$ cat src/rtl/multicycle_ctrl_if.sv
// -----------------------------------------------------------------------------
// multicycle_ctrl_if
//   Instruction-memory bus between the multi-cycle sequencer and a
//   synchronous inst_mem.
//
//   inst_addr : word address presented by the sequencer (always driven)
//   inst_code : instruction word returned by inst_mem one cycle after the
//               address it was read from
//
//   master : sequencer side (drives inst_addr, receives inst_code)
//   slave  : memory side    (receives inst_addr, drives inst_code)
// -----------------------------------------------------------------------------
interface multicycle_ctrl_if #(
    parameter int ADDR_W = 6
);
    logic [ADDR_W-1:0] inst_addr;
    logic [31:0]       inst_code;

    modport master (
        output inst_addr,
        input  inst_code
    );

    modport slave (
        input  inst_addr,
        output inst_code
    );
endinterface

$ cat src/rtl/multicycle_ctrl.sv
// -----------------------------------------------------------------------------
// multicycle_ctrl
//   Multi-cycle sequencer for the register-file/ALU datapath. Each instruction
//   walks FETCH -> WAITF -> DECODE -> EXEC -> WB (5 cycles). The R-type func
//   field is decoded into a registered ALU operation, and the register-file
//   write enable is pulsed for the single WB cycle. Run / single-step / halt
//   control and a retired-instruction counter support board debug.
//
// Ports
//   CLK       in   clock, all state changes on posedge
//   RST       in   asynchronous active-low reset
//   run       in   1 = free-run instructions back to back
//   step_req  in   single-step request (rising edge starts one instruction)
//   step_ack  out  one-cycle pulse in WB of a stepped instruction
//   imem      if   inst_mem bus (master): inst_addr = pc[ADDR_W+1:2],
//                  inst_code valid one cycle after inst_addr
//   ir        out  latched instruction word
//   alu_op    out  registered ALU operation
//   reg_we    out  register-file write enable, high only in WB
//   pc        out  program counter (byte address)
//   state     out  FSM state for debug
//   halted    out  1 once a HALT word (32'hFFFF_FFFF) has decoded
//   retired   out  count of instructions completed in WB
//
// Step handshake: step_req is a level; only its 0->1 transition while the
// sequencer sits in IDLE starts an instruction. Edges seen in any other state
// are dropped, not queued. step_ack answers that request with exactly one
// pulse, in the WB cycle of the instruction it started.
// -----------------------------------------------------------------------------
module multicycle_ctrl #(
    parameter int ADDR_W = 6,
    parameter int CNT_W  = 16
) (
    input  logic              CLK,
    input  logic              RST,
    input  logic              run,
    input  logic              step_req,
    output logic              step_ack,
    multicycle_ctrl_if.master imem,
    output logic [31:0]       ir,
    output logic [2:0]        alu_op,
    output logic              reg_we,
    output logic [31:0]       pc,
    output logic [2:0]        state,
    output logic              halted,
    output logic [CNT_W-1:0]  retired
);

    localparam int PC_W = ADDR_W + 2;

    typedef enum logic [2:0] {
        S_IDLE   = 3'd0,
        S_FETCH  = 3'd1,
        S_WAITF  = 3'd2,
        S_DECODE = 3'd3,
        S_EXEC   = 3'd4,
        S_WB     = 3'd5,
        S_HALT   = 3'd6
    } state_t;

    state_t st;
    logic   step_req_q;
    logic   stepping;
    logic   valid_q;

    // Decode outputs, taken from the latched ir during DECODE.
    logic [2:0] dec_op;
    logic       dec_hit;
    logic       dec_valid;

    // Next pc wraps inside the inst_mem address space; upper bits stay zero.
    logic [PC_W-1:0] pc_next_low;

    assign state          = st;
    assign imem.inst_addr = pc[ADDR_W+1:2];
    assign pc_next_low    = pc[PC_W-1:0] + PC_W'(4);

    always_comb begin
        dec_op  = 3'b000;
        dec_hit = 1'b0;
        if (ir[31:26] == 6'b000000) begin
            case (ir[5:0])
                6'b100100: begin dec_op = 3'b000; dec_hit = 1'b1; end // AND
                6'b100101: begin dec_op = 3'b001; dec_hit = 1'b1; end // OR
                6'b100110: begin dec_op = 3'b010; dec_hit = 1'b1; end // XOR
                6'b100111: begin dec_op = 3'b011; dec_hit = 1'b1; end // NOR
                6'b100000: begin dec_op = 3'b100; dec_hit = 1'b1; end // ADD
                6'b100010: begin dec_op = 3'b101; dec_hit = 1'b1; end // SUB
                6'b101011: begin dec_op = 3'b110; dec_hit = 1'b1; end // SLTU
                6'b000100: begin dec_op = 3'b111; dec_hit = 1'b1; end // SLLV
                default:   begin dec_op = 3'b000; dec_hit = 1'b0; end
            endcase
        end
        // Writes to r0 are suppressed: the instruction still runs as a NOP.
        dec_valid = dec_hit & (ir[15:11] != 5'd0);
    end

    always_ff @(posedge CLK or negedge RST) begin
        if (!RST) begin
            st         <= S_IDLE;
            pc         <= 32'd0;
            ir         <= 32'd0;
            alu_op     <= 3'b000;
            reg_we     <= 1'b0;
            step_ack   <= 1'b0;
            halted     <= 1'b0;
            retired    <= '0;
            step_req_q <= 1'b0;
            stepping   <= 1'b0;
            valid_q    <= 1'b0;
        end else begin
            step_req_q <= step_req;
            // Both pulses are set only on the EXEC->WB edge, so they last
            // exactly the one WB cycle.
            reg_we     <= 1'b0;
            step_ack   <= 1'b0;
            case (st)
                S_IDLE: begin
                    if (run) begin
                        st       <= S_FETCH;
                        stepping <= 1'b0;
                    end else if (step_req && !step_req_q) begin
                        st       <= S_FETCH;
                        stepping <= 1'b1;
                    end
                end
                S_FETCH: st <= S_WAITF;
                S_WAITF: begin
                    ir <= imem.inst_code;
                    st <= S_DECODE;
                end
                S_DECODE: begin
                    if (ir == 32'hFFFF_FFFF) begin
                        st     <= S_HALT;
                        halted <= 1'b1;
                    end else begin
                        alu_op  <= dec_op;
                        valid_q <= dec_valid;
                        st      <= S_EXEC;
                    end
                end
                S_EXEC: begin
                    reg_we   <= valid_q;
                    step_ack <= stepping;
                    st       <= S_WB;
                end
                S_WB: begin
                    pc       <= {{(32-PC_W){1'b0}}, pc_next_low};
                    retired  <= retired + CNT_W'(1);
                    stepping <= 1'b0;
                    st       <= run ? S_FETCH : S_IDLE;
                end
                S_HALT: st <= S_HALT;
                default: st <= S_IDLE;
            endcase
        end
    end

endmodule
$ cat src/flat_wrapper.sv
// flat-port wrapper written by rule: the top's interface ports become plain ports
module multicycle_ctrl_flat 
#(
    parameter int ADDR_W = 6,
    parameter int CNT_W  = 16
)
  (CLK, RST, run, step_req, step_ack, ir, alu_op, reg_we, pc, state, halted, retired, imem_inst_addr, imem_inst_code);
  multicycle_ctrl_if #(.ADDR_W(ADDR_W)) imem_i ();
  input  logic CLK;
  input  logic RST;
  input  logic run;
  input  logic step_req;
  output logic step_ack;
  output logic [31:0] ir;
  output logic [2:0] alu_op;
  output logic reg_we;
  output logic [31:0] pc;
  output logic [2:0] state;
  output logic halted;
  output logic [CNT_W-1:0] retired;
  output wire logic [$bits(imem_i.inst_addr)-1:0] imem_inst_addr;
  input wire logic [$bits(imem_i.inst_code)-1:0] imem_inst_code;
  assign imem_inst_addr = imem_i.inst_addr;
  assign imem_i.inst_code = imem_inst_code;
  multicycle_ctrl #(.ADDR_W(ADDR_W), .CNT_W(CNT_W)) u_core (.CLK(CLK), .RST(RST), .run(run), .step_req(step_req), .step_ack(step_ack), .imem(imem_i), .ir(ir), .alu_op(alu_op), .reg_we(reg_we), .pc(pc), .state(state), .halted(halted), .retired(retired));
endmodule
$ cat config.mk
export PLATFORM = sky130hd
export DESIGN_NAME = multicycle_ctrl_flat
export DESIGN_NICKNAME = d
export VERILOG_FILES = /design/src/rtl/multicycle_ctrl_if.sv /design/src/rtl/multicycle_ctrl.sv /design/src/flat_wrapper.sv
export SDC_FILE = /design/constraint.sdc
export NUM_CORES = 1
export LEC_CHECK = 0
export CELL_PAD_IN_SITES_DETAIL_PLACEMENT = 1
export CELL_PAD_IN_SITES_GLOBAL_PLACEMENT = 1
export CORE_MARGIN = 1
export CORE_UTILIZATION = 29
export CTS_CLUSTER_DIAMETER = 120
export DETAILED_ROUTE_END_ITERATION = 10
export GPL_ROUTABILITY_DRIVEN = 0
export HOLD_SLACK_MARGIN = 0.08
export PLACE_DENSITY_LB_ADDON = 0.12
export SYNTH_ARGS = -nofsm -noshare
export SYNTH_HDL_FRONTEND = slang
export SYNTH_SLANG_ARGS = --single-unit
$ cat constraint.sdc
create_clock -name CLK -period 1.4 [get_ports CLK]
set_input_delay 0.14 -clock CLK [delete_from_list [all_inputs] [get_ports CLK]]
set_output_delay 0.14 -clock CLK [all_outputs]
set_load 0.005 [all_outputs]
After elaboration in Yosys (flattened, before gate mapping)
Index checks and enable logic that the tools add are counted.
{"block": "totals", "word_cells": 55, "register_bits": 68, "inputBits": 36}
{"block": "op_classes", "muxes": 14, "eq_ne": 16, "reduce_logical": 10, "bitwise_logic": 2, "addsub": 2}
{"operator": "$eq 6x6->1 const B", "n": 7}
{"operator": "$pmux 3 s7", "n": 2}
{"operator": "$eq 32x32->1 const B", "n": 1}
{"operator": "$add 16x1->16 const B", "n": 1}
{"operator": "$eq 3x3->1 const B", "n": 3}
{"operator": "$mux 3", "n": 3}
{"operator": "$add 8x3->8 const B", "n": 1}
{"operator": "$reduce_or 8->1", "n": 1}
{"operator": "$mux 1", "n": 7}
{"operator": "$eq 3x2->1 const B", "n": 2}
{"operator": "$eq 6x3->1 const B", "n": 1}
{"operator": "$logic_not 6->1", "n": 1}
{"operator": "$reduce_and 2->1", "n": 3}
{"operator": "$reduce_bool 5->1", "n": 1}
{"operator": "$eq 3x1->1 const B", "n": 1}
{"operator": "$logic_not 3->1", "n": 1}
{"operator": "$ne 3x2->1 const B", "n": 1}
{"operator": "$mux 2", "n": 1}
{"operator": "$pmux 1 s2", "n": 1}
{"operator": "$reduce_bool 2->1", "n": 1}
{"operator": "$and 1x1->1", "n": 1}
{"operator": "$logic_and 1x1->1", "n": 1}
{"operator": "$logic_not 1->1", "n": 1}
{"operator": "$not 1->1", "n": 1}

Logic depth before layout (Yosys ltp)
Gate-level depths: netlist of run 1.
{"block": "logic_depth", "ltp_word": 5, "depth_mapped": 6}

Least setup slack after synthesis of run 1
OpenSTA, ideal clock, no wires.
{"block": "synth_timing", "kind": "register to register", "startpoint": "register u_core.st[0], in the netlist u_core.state[0]", "endpoint": "register u_core.ir[10]", "slack_ps": -164, "setup_time_ps": 125, "synth_period_minus_slack_ps": 1564, "arrival_ps": 1439, "path_stages_with_launch": 5, "path_cell_list": "dfrtp_1 -> buf_2 -> nor3b_2 -> buf_4 -> mux2_2"}
{"block": "synth_between", "elab_chain_len": 1}
{"item": "start: declaration", "line_no": "multicycle_ctrl.sv:61", "text": "state_t st;"}
{"item": "start signal: assignment", "line_no": "multicycle_ctrl.sv:151", "text": "st <= run ? S_FETCH : S_IDLE;"}
{"item": "$eq 3x2->1", "line_no": "multicycle_ctrl.sv:117", "text": "case (st)"}
{"item": "end signal: assignment", "line_no": "multicycle_ctrl.sv:129", "text": "ir <= imem.inst_code;"}
{"item": "end: declaration", "line_no": "multicycle_ctrl.sv:40", "text": "output logic [31:0] ir,"}
Every way passes these cells.
A chain may end at the register's enable or synchronous reset.

Worst setup path in the final report of run 1
{"block": "layout_timing", "startpoint": "register u_core.ir[1]", "endpoint": "register u_core.valid_q"}
{"block": "layout_between", "elab_chain_len": 5, "word_cells_on_any_way": 15, "cone_classes": "9 x eq/ne; 2 x mux; 2 x bitwise; 2 x reduce/logical"}
{"item": "$eq 6x6->1 / $eq 6x3->1 (equally long branches)", "line_no": "multicycle_ctrl.sv:82", "text": "case (ir[5:0])"}
{"item": "$reduce_or 8->1 (no source line)"}
{"item": "$mux 1", "line_no": "multicycle_ctrl.sv:82"}
{"item": "$mux 1", "line_no": "multicycle_ctrl.sv:81", "text": "if (ir[31:26] == 6'b000000) begin"}
{"item": "$and 1x1->1", "line_no": "multicycle_ctrl.sv:95", "text": "dec_valid = dec_hit & (ir[15:11] != 5'd0);"}
{"item": "end signal: assignment", "line_no": "multicycle_ctrl.sv:138", "text": "valid_q <= dec_valid;"}
{"item": "end: declaration", "line_no": "multicycle_ctrl.sv:64", "text": "logic valid_q;"}
Parallel ways exist; a longest one is shown, timed or not.

==> run_results.csv, run 1 <==
group,metric,value,unit
timing,fin_skew,0.01332,ns
global_routing,antenna_found_initial,0,
floorplan,die_w,105.7,um
synth,synth_commonest_cells,"dfrtp_1, buf_4, mux2_2",
cells_and_area,diodes,0,
detailed_routing,wl_per_cell,14.85,um
worst_setup_path,crit_slowest_cell,"dfrtp_1",
worst_setup_path,crit_path_end_kind,"flop",
floorplan,rows,37,
synth,synth_top_family_by_area,"multiplexers",
synth,yosys_warnings,0,
cells_and_area,drive_above_1_share,0.4334,
global_routing,grt_pass1_wl,14.32,mm
worst_setup_path,cp_data_required_time,1.69,ns
timing,setup_ws,-0.1157,ns
synth,synth.most_common_cell,"dfrtp_1",
hold_path,hold_depth,1,
synth,synthArstFlopShare,1.000,
worst_setup_path,startpoint_type,"flop",
synth,synth_edf_count,0,
synth,ys_ff_latch,66,
synth,ys_seq_area_frac,0.5297,
detailed_routing,antenna_left,0,
worst_setup_path,crit_fanout,4,
clock_tree,clk_pin_slew,0.08,ns
synth,synth.distinct_cells,43,
global_routing,grt_max_degree,67,
worst_setup_path,cp.arrival,1.81,ns
detailed_routing,vias,2666,
worst_setup_path,rr_startpoint,"u_core.ir[1]",
timing,min_period,1.516,ns
worst_setup_path,crit_path_cell_trace,"nand2b_1 > a221o_2 > a221oi_2 > mux2_4",
timing,setup_violations,44,
floorplan,coreArea,0.01037,mm^2
floorplan,ios,131,
synth,yosys-top-cells-area,"dfrtp_1, mux2_2, buf_4",
power,p_leak,2.972,nW
run,drv_cap,0,
hold_path,worstHoldStart,"step_req",
synth,synthAdderAreaFrac,0.008026,
timing,rsz0062_at_grt,"yes",
timing,finalHoldViolCount,0,
hold_path,hold_end,"u_core.step_req_q",
synth,synthSimpleGateAreaFrac,0.1308,
synth,synth_top_cell_by_area,"dfrtp_1",
timing,slew_violations,0,
worst_setup_path,regToRegSetupSlack,-0.12,ns
synth,netlist_area,0.003118,mm^2
clock_tree,cts_max_level,3,
worst_setup_path,worst_r2r_endpoint,"u_core.valid_q",
detailed_routing,first_pass_iters,3,
synth,synthCells,255,
placement,pre_cts_ws,-0.1065,ns
synth,synthMuxAreaShare,0.1336,
hold_path,hp-class,"in -> reg",
clock_tree,clock_sinks,66,
global_routing,overflow,0,
clock_tree,cts_tree,"yes",
worst_setup_path,worstSetupPathType,"reg -> reg",
synth,synth_top_area_share,0.5297,
clock_tree,insertion_delay,0.35,ns
cells_and_area,post-route-cell-area,0.005602,mm^2
detailed_routing,drtIter0Drc,44,
worst_setup_path,crit_start,"u_core.ir[1]",
cells_and_area,area_growth,79.65,%
timing,finalCritPeriodShare,1.083,
placement,io_buffers,104,
cells_and_area,num-nets-final,506,
outcome,violations,"setup timing",
floorplan,die_h,105.7,um
placement,placed_area,0.004662,mm^2
clock_tree,cts_buffers,9,
synth,synth-xor-area-share,0.05618,
detailed_routing,vias_per_cell,4.378,
floorplan,fp.dieArea,0.01117,mm^2
power,pwr_density_cell,1870,mW/mm^2
global_routing,grt_usage,0.1649,
floorplan,start_util,0.3007,
power,ir_worst_vdd,0.9907,mV
worst_setup_path,reg2regPathDepth,4,
timing,setup_tns,-2.069,ns
synth,synthFlopType,"dfrtp_1",
clock_tree,cts-root-buf,"clkbuf_8",
synth,synth-compound-area-share,0.04213,
placement,dpl.hpwl,5.800,mm
clock_tree,cts_buffer_depth,2,
synth,synth.avg_cell_area,12.23,um^2
detailed_routing,drc,0,
outcome,status,"finished with violations",
worst_setup_path,worst_path_largest_cell_delay,0.44,ns
detailed_routing,wirelength,9.045,mm
global_routing,first_global_vias,2831,
timing,timing.fmax,659.8,MHz
worst max path at each step:
stage                                  end  slack, ns  cells past startpoint
final                       u_core.valid_q      -0.12                      4
after global routing      u_core.alu_op[2]      -0.17                      4
after CTS                   u_core.valid_q      -0.09                      5
after detailed placement  u_core.alu_op[2]      -0.11                      5
after global placement    u_core.alu_op[2]      -0.07                      4
after floorplan              u_core.ir[10]      -0.09                      4
kinds of logic after synthesis:
kind of cell             Yosys count
AO/OA/AOI/OAI                     19
XOR/XNOR                          20
adder cells (fa/ha/maj)            2
buffers and inverters             45
flip-flops                        66
multiplexers                      37
other                              1
AND/OR/NAND/NOR                   65
metal layers:
layer / up-vias / share of wire / track usage
met5: - / 0 / 0
met4: 0 / 0.0085 / 0.04464
met3: 8 / 0.060 / 0.05504
met2: 86 / 0.51 / 0.2862
met1: 1308 / 0.42 / 0.1936
li1: 1264 / - / -
sequential cells by signal, indices dropped and copies added (netlist names):
register / flops
u_core.alu_op: 3
u_core.halted: 1
u_core.ir: 32
u_core.pc: 6
u_core.reg_we: 1
u_core.retired: 16
u_core.state: 3
u_core.step_ack: 1
u_core.step_req_q: 1
u_core.stepping: 1
u_core.valid_q: 1
cell usage in the layout (no fill, tap or decap), types with 10 or more instances in the layout:
cell type        Yosys  final
buf_4               35     90
clkbuf_8             0     10
dlymetal6s2s_1       0     16
clkdlybuf4s50_1      0     44
buf_6                0     16
dlygate4sd2_1        0     38
dfrtp_1             66     61
mux2_4               0     36
nand4_1             10     10
conb_1               1     26
nand2_1             13     11
power breakdown:
part           total, W  internal (W)  leakage (nW)  switching (W)
Combinational   0.00583       0.00375          2.05        0.00207
Sequential      0.00305       0.00257         0.827       0.000485
Clock           0.00160      0.000868        0.0974       0.000727
Total            0.0105       0.00719          2.97        0.00328
worst max-delay path, delay by kind of cell (launching register included):
kind,cells,cell delay [ns]
DFF,1,0.44
and+or+nand+nor,1,0.17
muxes,1,0.18
AOI/OAI and AO/OA,2,0.67
area by class of cell:
type	instances	area [um^2]
Timing Repair Buffer	217	2014
Clock buffer	13	148.9
Clock inverter	3	40.04
Inverter	5	18.77
Sequential cell	66	1658
Tap cell	136	170.2
Fill cell	1110	4768
Multi-Input combinational cell	169	1551
metrics by stage:
stage	hold slack [ns]	std cells	utilization	power (W)
after global routing	0.2657	609	0.5402	0.01114
after floorplan	-0.1556	280	-	0.004950
after CTS	0.2465	598	0.5122	0.01008
after detailed placement	0.1950	543	0.4496	0.007652
after global placement	0.1926	543	0.4496	0.007573
final	0.2611	609	0.5402	0.01047
repair_timing:
action | in CTS | in global routing
hold buffers | 1 | 0
resized for setup | 95 | 58
pin swaps | 10 | 16
endpoints found under the setup margin | 108 | 80
gates cloned | 2 | 2
buffers inserted | 36 | 10
hold endpoints to repair | 66 | 0
Note: power is estimated with default switching activity, not from simulation.
==> run 2, diff against run 1 <==
- CTS_CLUSTER_SIZE: not set -> 20
==> results of run 2 <==
The final DEF is identical to that of run 1; final timing and power are the same.
==> run 3, diff against run 2 <==
- CTS_CLUSTER_SIZE: 20 -> 28
==> results of run 3 <==
The final DEF is identical to that of run 1; final timing and power are the same.
==> RTL edit 1, RTL diff (flow settings as in run 3) <==
`CNT_W` is set to 16 in 2 places; all go to 14.
--- a/src/rtl/multicycle_ctrl.sv
+++ b/src/rtl/multicycle_ctrl.sv
@@ -29,7 +29,7 @@
 // -----------------------------------------------------------------------------
 module multicycle_ctrl #(
     parameter int ADDR_W = 6,
-    parameter int CNT_W  = 16
+    parameter int CNT_W  = 14
 ) (
     input  logic              CLK,
     input  logic              RST,
--- a/src/flat_wrapper.sv
+++ b/src/flat_wrapper.sv
@@ -2,7 +2,7 @@
 module multicycle_ctrl_flat 
 #(
     parameter int ADDR_W = 6,
-    parameter int CNT_W  = 16
+    parameter int CNT_W  = 14
 )
   (CLK, RST, run, step_req, step_ack, ir, alu_op, reg_we, pc, state, halted, retired, imem_inst_addr, imem_inst_code);
   multicycle_ctrl_if #(.ADDR_W(ADDR_W)) imem_i ();
Ports: changed (resized retired); port bits go from 131 to 129. The function was not compared with the original's and may differ.
==> RTL edit 1 against run 3 <==
The flow still finishes with violations (setup timing). Routed wire length shrank 11%. Power shrank 12%. Synthesized area decreased by 3.4%. Count of clock-buffer cells in the layout is 3 lower. Clock power is 19% lower. Sequential share of layout area rose by 2.8 points. Cell area is 11% lower. Sequential cell count down 2. Global-route usage down 0.93 points. Worst setup slack worse by 15 ps. Largest power group unchanged. Highest routed layer unchanged.
==> RTL edit 1: results (changes against run 3) <==
{
  "outcome": {"value": "finished with violations", "change": "unchanged"},
  "violations": {"value": "setup timing", "change": "unchanged"},
  "firstDrtPassIters": {"value": 3, "change": "unchanged"},
  "route.layer.met1.wl": {"value": 3240, "unit": "um", "change": "was 3770 um"},
  "initial_antenna_violation_count": {"value": 0, "change": "unchanged"},
  "vdd_ir_drop_max": {"value": 0.902, "unit": "mV", "change": "was 0.991 mV"},
  "synth_cell_types": {"value": 38, "change": "was 43"},
  "drt_initial_violations": {"value": 60, "change": "was 44"},
  "num-nets-final": {"value": 469, "change": "was 506"},
  "global_route.usage.total": {"value": 15.6, "unit": "%", "change": "was 16.5%"},
  "final_critical_path_setup_slack": {"value": -130, "unit": "ps", "change": "was -116 ps"},
  "fin_hold_ws": {"value": 304, "unit": "ps", "change": "was 261 ps"},
  "drt-wirelength-per-cell": {"value": 14.2, "unit": "um", "change": "was 14.9 um"},
  "pin_count_of_the_biggest_net_entering_global_routing": {"value": 35, "change": "was 67"},
  "dpl.hpwl": {"value": 5790, "unit": "um", "change": "was 5800 um"},
  "biggestRegsByFlops": {"value": "u_core.ir (32), u_core.retired (14), u_core.pc (6)", "change": "was u_core.ir (32), u_core.retired (16), u_core.pc (6)"},
  "synth-compound-area-share": {"value": 4.49, "unit": "%", "change": "was 4.21%"},
  "met3_length": {"value": 575, "unit": "um", "change": "was 541 um"},
  "port_buffers": {"value": 102, "change": "was 104"},
  "routed_via_density": {"value": 4.38, "change": "about the same"},
  "wire_length_on_met2": {"value": 4190, "unit": "um", "change": "was 4660 um"},
  "min_path_type": {"value": "input port to flop", "change": "unchanged"},
  "drive_gt1_share": {"value": 37.2, "unit": "%", "change": "was 43.3%"},
  "total_leakage_power": {"value": 2.44, "unit": "nW", "change": "was 2.97 nW"},
  "grt_pass1_wl": {"value": 13400, "unit": "um", "change": "was 14,300 um"},
  "clkLatencyLatePin": {"value": 330, "unit": "ps", "change": "was 350 ps"},
  "power.switching_fraction": {"value": 32.6, "unit": "%", "change": "was 31.3%"},
  "finalSetupViolCount": {"value": 39, "change": "was 44"},
  "synth_mux_area_share": {"value": 13.8, "unit": "%", "change": "was 13.4%"},
  "fin_tns_setup": {"value": -3460, "unit": "ps", "change": "was -2070 ps"},
  "clock.fmax": {"value": 653, "unit": "MHz", "change": "was 660 MHz"},
  "post_synth_fa_ha_maj_area_fraction": {"value": 0.831, "unit": "%", "change": "was 0.803%"},
  "synth.area.top_cells": {"value": "sky130_fd_sc_hd__dfrtp_1 (53%), sky130_fd_sc_hd__mux2_2 (14%), sky130_fd_sc_hd__buf_4 (9.2%)", "change": "was sky130_fd_sc_hd__dfrtp_1 (53%), sky130_fd_sc_hd__mux2_2 (12%), sky130_fd_sc_hd__buf_4 (8.4%)"},
  "synth.yosys.seq_area_share": {"value": 53.2, "unit": "%", "change": "was 53.0%"},
  "synth_xor_area_share": {"value": 5.23, "unit": "%", "change": "was 5.62%"}
}
[RTL edit 1: cell types whose count changed after synthesis, moves of 3 or more]
cell / before / now
sky130_fd_sc_hd__mux2_2: 33 / 37
sky130_fd_sc_hd__buf_2: 5 / 2
sky130_fd_sc_hd__mux2_1: 4 / 0
sky130_fd_sc_hd__nand3_1: 8 / 4
sky130_fd_sc_hd__nand4_1: 10 / 13
[RTL edit 1: per-layer routing]
| metal | up-vias | GRT usage [%] |
|---|---|---|
| met5 | - | 0 |
| met4 | 0 | 3.67 |
| met2 | 84 | 27.6 |
| met3 | 6 | 6.20 |
| li1 | 1182 | - |
| met1 | 1217 | 17.4 |
[RTL edit 1: worst max-delay path, delay by kind of cell, from the launching register on]
kind | cells | cell delay (ps)
simple gates | 2 | 130
flops | 1 | 430
mux | 1 | 360
buf+inv | 2 | 290
compound gates | 1 | 210
[RTL edit 1: final timing paths]
check                               endpoint  cells past startpoint           start
max in group asynchronous    u_core.state[2]                      3             RST
min reg2reg                   u_core.valid_q                      1  u_core.valid_q
min in group asynchronous       u_core.ir[7]                      3             RST
max                         u_core.alu_op[1]                      6    u_core.ir[2]
max reg2reg                 u_core.alu_op[1]                      6    u_core.ir[2]
min                        u_core.step_req_q                      1        step_req
[RTL edit 1: cells by family (layout without fill, tap and decap cells)]
logic type,Yosys count,after routing
muxes,37,37
and+or+nand+nor,58,58
DFF,64,64
AOI/OAI and AO/OA,20,20
adders and majority gates,2,2
other,1,26
buffers and inverters,44,210
xor gates and xnor gates,18,18
[RTL edit 1: power groups by stage]
stage | clock network, W | registers, W | logic [W]
floorplan | 0 | 0.00321 | 0.00173
global placement | 0 | 0.00310 | 0.00459
detailed placement | 0 | 0.00314 | 0.00462
CTS | 0.00136 | 0.00302 | 0.00479
global route | 0.00144 | 0.00312 | 0.00536
finish | 0.00129 | 0.00303 | 0.00491
[RTL edit 1: cell type report]
class	count	area [um2]
clock buffers	10	128
clock inverters	5	25.0
fillers	1099	4950
inverters	5	18.8
multi-input cells	161	1310
flip-flops and latches	64	1610
well taps	133	166
repair buffers	190	1710
[RTL edit 1: what timing repair did]
item,in CTS,in global routing
buffers inserted,21,11
endpoints found under the setup margin,96,59
endpoints found under the hold margin,64,0
hold buffers,1,0
gates resized for setup,57,25
pin swaps,3,13
[RTL edit 1: through the flow]
stage	instance area, um2	total power [W]	instances	worst slack [ps]
final	4960	0.00922	568	-130
after global routing	4960	0.00992	568	-182
after CTS	4790	0.00918	557	-122
after detailed placement	4440	0.00776	520	-172
after global placement	4440	0.00768	520	-99.6
after floorplan	3140	0.00494	269	-75.9
==> RTL edit 2, RTL diff (settings of run 3) <==
Made on the original files. Put one more register stage on the output `retired`. The value now appears one clock later. The other outputs are not delayed to match.
--- a/src/rtl/multicycle_ctrl.sv
+++ b/src/rtl/multicycle_ctrl.sv
@@ -58,6 +58,8 @@
         S_HALT   = 3'd6
     } state_t;
 
+    logic [CNT_W-1:0] retired_s0;
+
     state_t st;
     logic   step_req_q;
     logic   stepping;
@@ -104,7 +106,7 @@
             reg_we     <= 1'b0;
             step_ack   <= 1'b0;
             halted     <= 1'b0;
-            retired    <= '0;
+            retired_s0 <= '0;
             step_req_q <= 1'b0;
             stepping   <= 1'b0;
             valid_q    <= 1'b0;
@@ -146,7 +148,7 @@
                 end
                 S_WB: begin
                     pc       <= {{(32-PC_W){1'b0}}, pc_next_low};
-                    retired  <= retired + CNT_W'(1);
+                    retired_s0 <= retired_s0 + CNT_W'(1);
                     stepping <= 1'b0;
                     st       <= run ? S_FETCH : S_IDLE;
                 end
@@ -156,4 +158,8 @@
         end
     end
 
+    always_ff @(posedge CLK) begin
+        retired <= retired_s0;
+    end
+
 endmodule
Formal check against the unedited RTL: not equivalent (a bounded check fails within 10 cycles, from zero or initial values and one cycle with RST low).
==> RTL edit 2 against run 3 <==
The run still ends with setup timing left. Synthesized area is 8.6% higher. First-iteration DRC count increased by 80%. Critical endpoint is now u_core.alu_op[0]. Worst setup slack got worse by 57 ps. Final cell count down 1.3%. Cell area up 1.8%. Critical path type unchanged. Power rose by 11%. Routed wire length increased by 7.4%. Synthesized cell count up 3.5%. Sequential cell count grew 16.
==> RTL edit 2: results (changes against run 3) <==
{
  "outcome": {"value": "finished with violations", "change": "unchanged"},
  "violations": {"value": "setup timing", "change": "unchanged"},
  "drt_initial_violations": {"value": 79, "change": "was 44"},
  "grt_pass1_wl": {"value": 13700, "unit": "um", "change": "was 14,300 um"},
  "final_critical_path_setup_slack": {"value": -173, "unit": "ps", "change": "was -116 ps"},
  "clk_transition_reported_paths": {"value": 60, "unit": "ps", "change": "was 80 ps"},
  "firstDrtPassIters": {"value": 4, "change": "was 3"},
  "synth_cell_types": {"value": 40, "change": "was 43"},
  "dp.cells": {"value": 559, "change": "was 543"},
  "worst-endpoint-arrival": {"value": 1860, "unit": "ps", "change": "was 1810 ps"},
  "vdd_ir_drop_max": {"value": 1.26, "unit": "mV", "change": "was 0.991 mV"},
  "critical_path_maximum_fanout": {"value": 6, "change": "was 4"},
  "synth.area.top_cells": {"value": "sky130_fd_sc_hd__dfrtp_1 (49%), sky130_fd_sc_hd__mux2_2 (11%), sky130_fd_sc_hd__dfxtp_1 (9.5%)", "change": "was sky130_fd_sc_hd__dfrtp_1 (53%), sky130_fd_sc_hd__mux2_2 (12%), sky130_fd_sc_hd__buf_4 (8.4%)"},
  "layout.cells.non_filler": {"value": 601, "change": "was 609"},
  "wire_length_on_met2": {"value": 4890, "unit": "um", "change": "was 4660 um"},
  "preCtsSetupSlack": {"value": -393, "unit": "ps", "change": "was -107 ps"},
  "met3_length": {"value": 571, "unit": "um", "change": "was 541 um"},
  "synthTopCellsByCount": {"value": "sky130_fd_sc_hd__dfrtp_1 (66), sky130_fd_sc_hd__buf_4 (36), sky130_fd_sc_hd__mux2_2 (33)", "change": "was sky130_fd_sc_hd__dfrtp_1 (66), sky130_fd_sc_hd__buf_4 (35), sky130_fd_sc_hd__mux2_2 (33)"},
  "dpl.hpwl": {"value": 6310, "unit": "um", "change": "was 5800 um"},
  "use_met1": {"value": 18.2, "unit": "%", "change": "was 19.4%"},
  "clock-skew-final": {"value": 6.19, "unit": "ps", "change": "was 13.3 ps"},
  "routed_via_density": {"value": 4.45, "change": "was 4.38"},
  "cts_root_buffer": {"value": "sky130_fd_sc_hd__clkbuf_16", "change": "was sky130_fd_sc_hd__clkbuf_8"},
  "synth.yosys.seq_area_share": {"value": 58.2, "unit": "%", "change": "was 53.0%"},
  "drive_gt1_share": {"value": 35.6, "unit": "%", "change": "was 43.3%"},
  "seqCellArea": {"value": 1980, "unit": "um2", "change": "was 1660 um2"},
  "grt_pass1_vias": {"value": 2720, "change": "was 2,831"},
  "finalSetupViolCount": {"value": 37, "change": "was 44"}
}
-- RTL edit 2: worst min-delay path by stage --
stage	from	to	slack [ps]	cells after the start
5_1_grt	step_req	u_core.step_req_q	280	1
3_5_place_dp	RST	u_core.ir[22]	190	2
2_1_floorplan	RST	u_core.alu_op[0]	-160	0
3_3_place_gp	RST	u_core.ir[22]	200	2
4_1_cts	step_req	u_core.step_req_q	260	1
6_report	step_req	u_core.step_req_q	270	1
-- RTL edit 2: stage by stage --
stage                     setup TNS [ps]  power (W)
final                              -4500     0.0116
after floorplan                    -2130    0.00543
after detailed placement           -2300    0.00829
after global placement             -1500    0.00818
after CTS                          -3790     0.0107
after global routing               -6470     0.0123
-- RTL edit 2: power breakdown --
part / internal (W) / leakage (nW) / switching (W) / total [W]
Sequential: 0.00309 / 0.957 / 0.000575 / 0.00366
Combinational: 0.00350 / 1.66 / 0.00201 / 0.00551
Clock: 0.00149 / 0.156 / 0.000943 / 0.00243
-- RTL edit 2: layout make-up --
type	count	share of cell area [%]
clock buffers	11	4.43
clock inverters	5	1.08
repair buffers	192	31.3
multi-input cells	164	25.1
inverters	4	0.263
well taps	143	3.14
flip-flops and latches	82	34.7
-- RTL edit 2: what timing repair did --
action                     in CTS  in global routing
hold endpoints to repair       66                  0
buffers inserted               14                  9
hold buffers                    1                  0
gates resized for setup        62                 50
pin swaps                       4                 11
setup endpoints to repair      95                 53
cloned                          0                  4
-- RTL edit 2: kinds of logic after synthesis --
logic type	synth area share [%]
other	0.111
muxes	12.3
AOI/OAI and AO/OA	3.88
and+or+nand+nor	10.7
adders and majority gates	0.739
DFF	58.2
xor gates and xnor gates	5.17
buffers and inverters	8.87
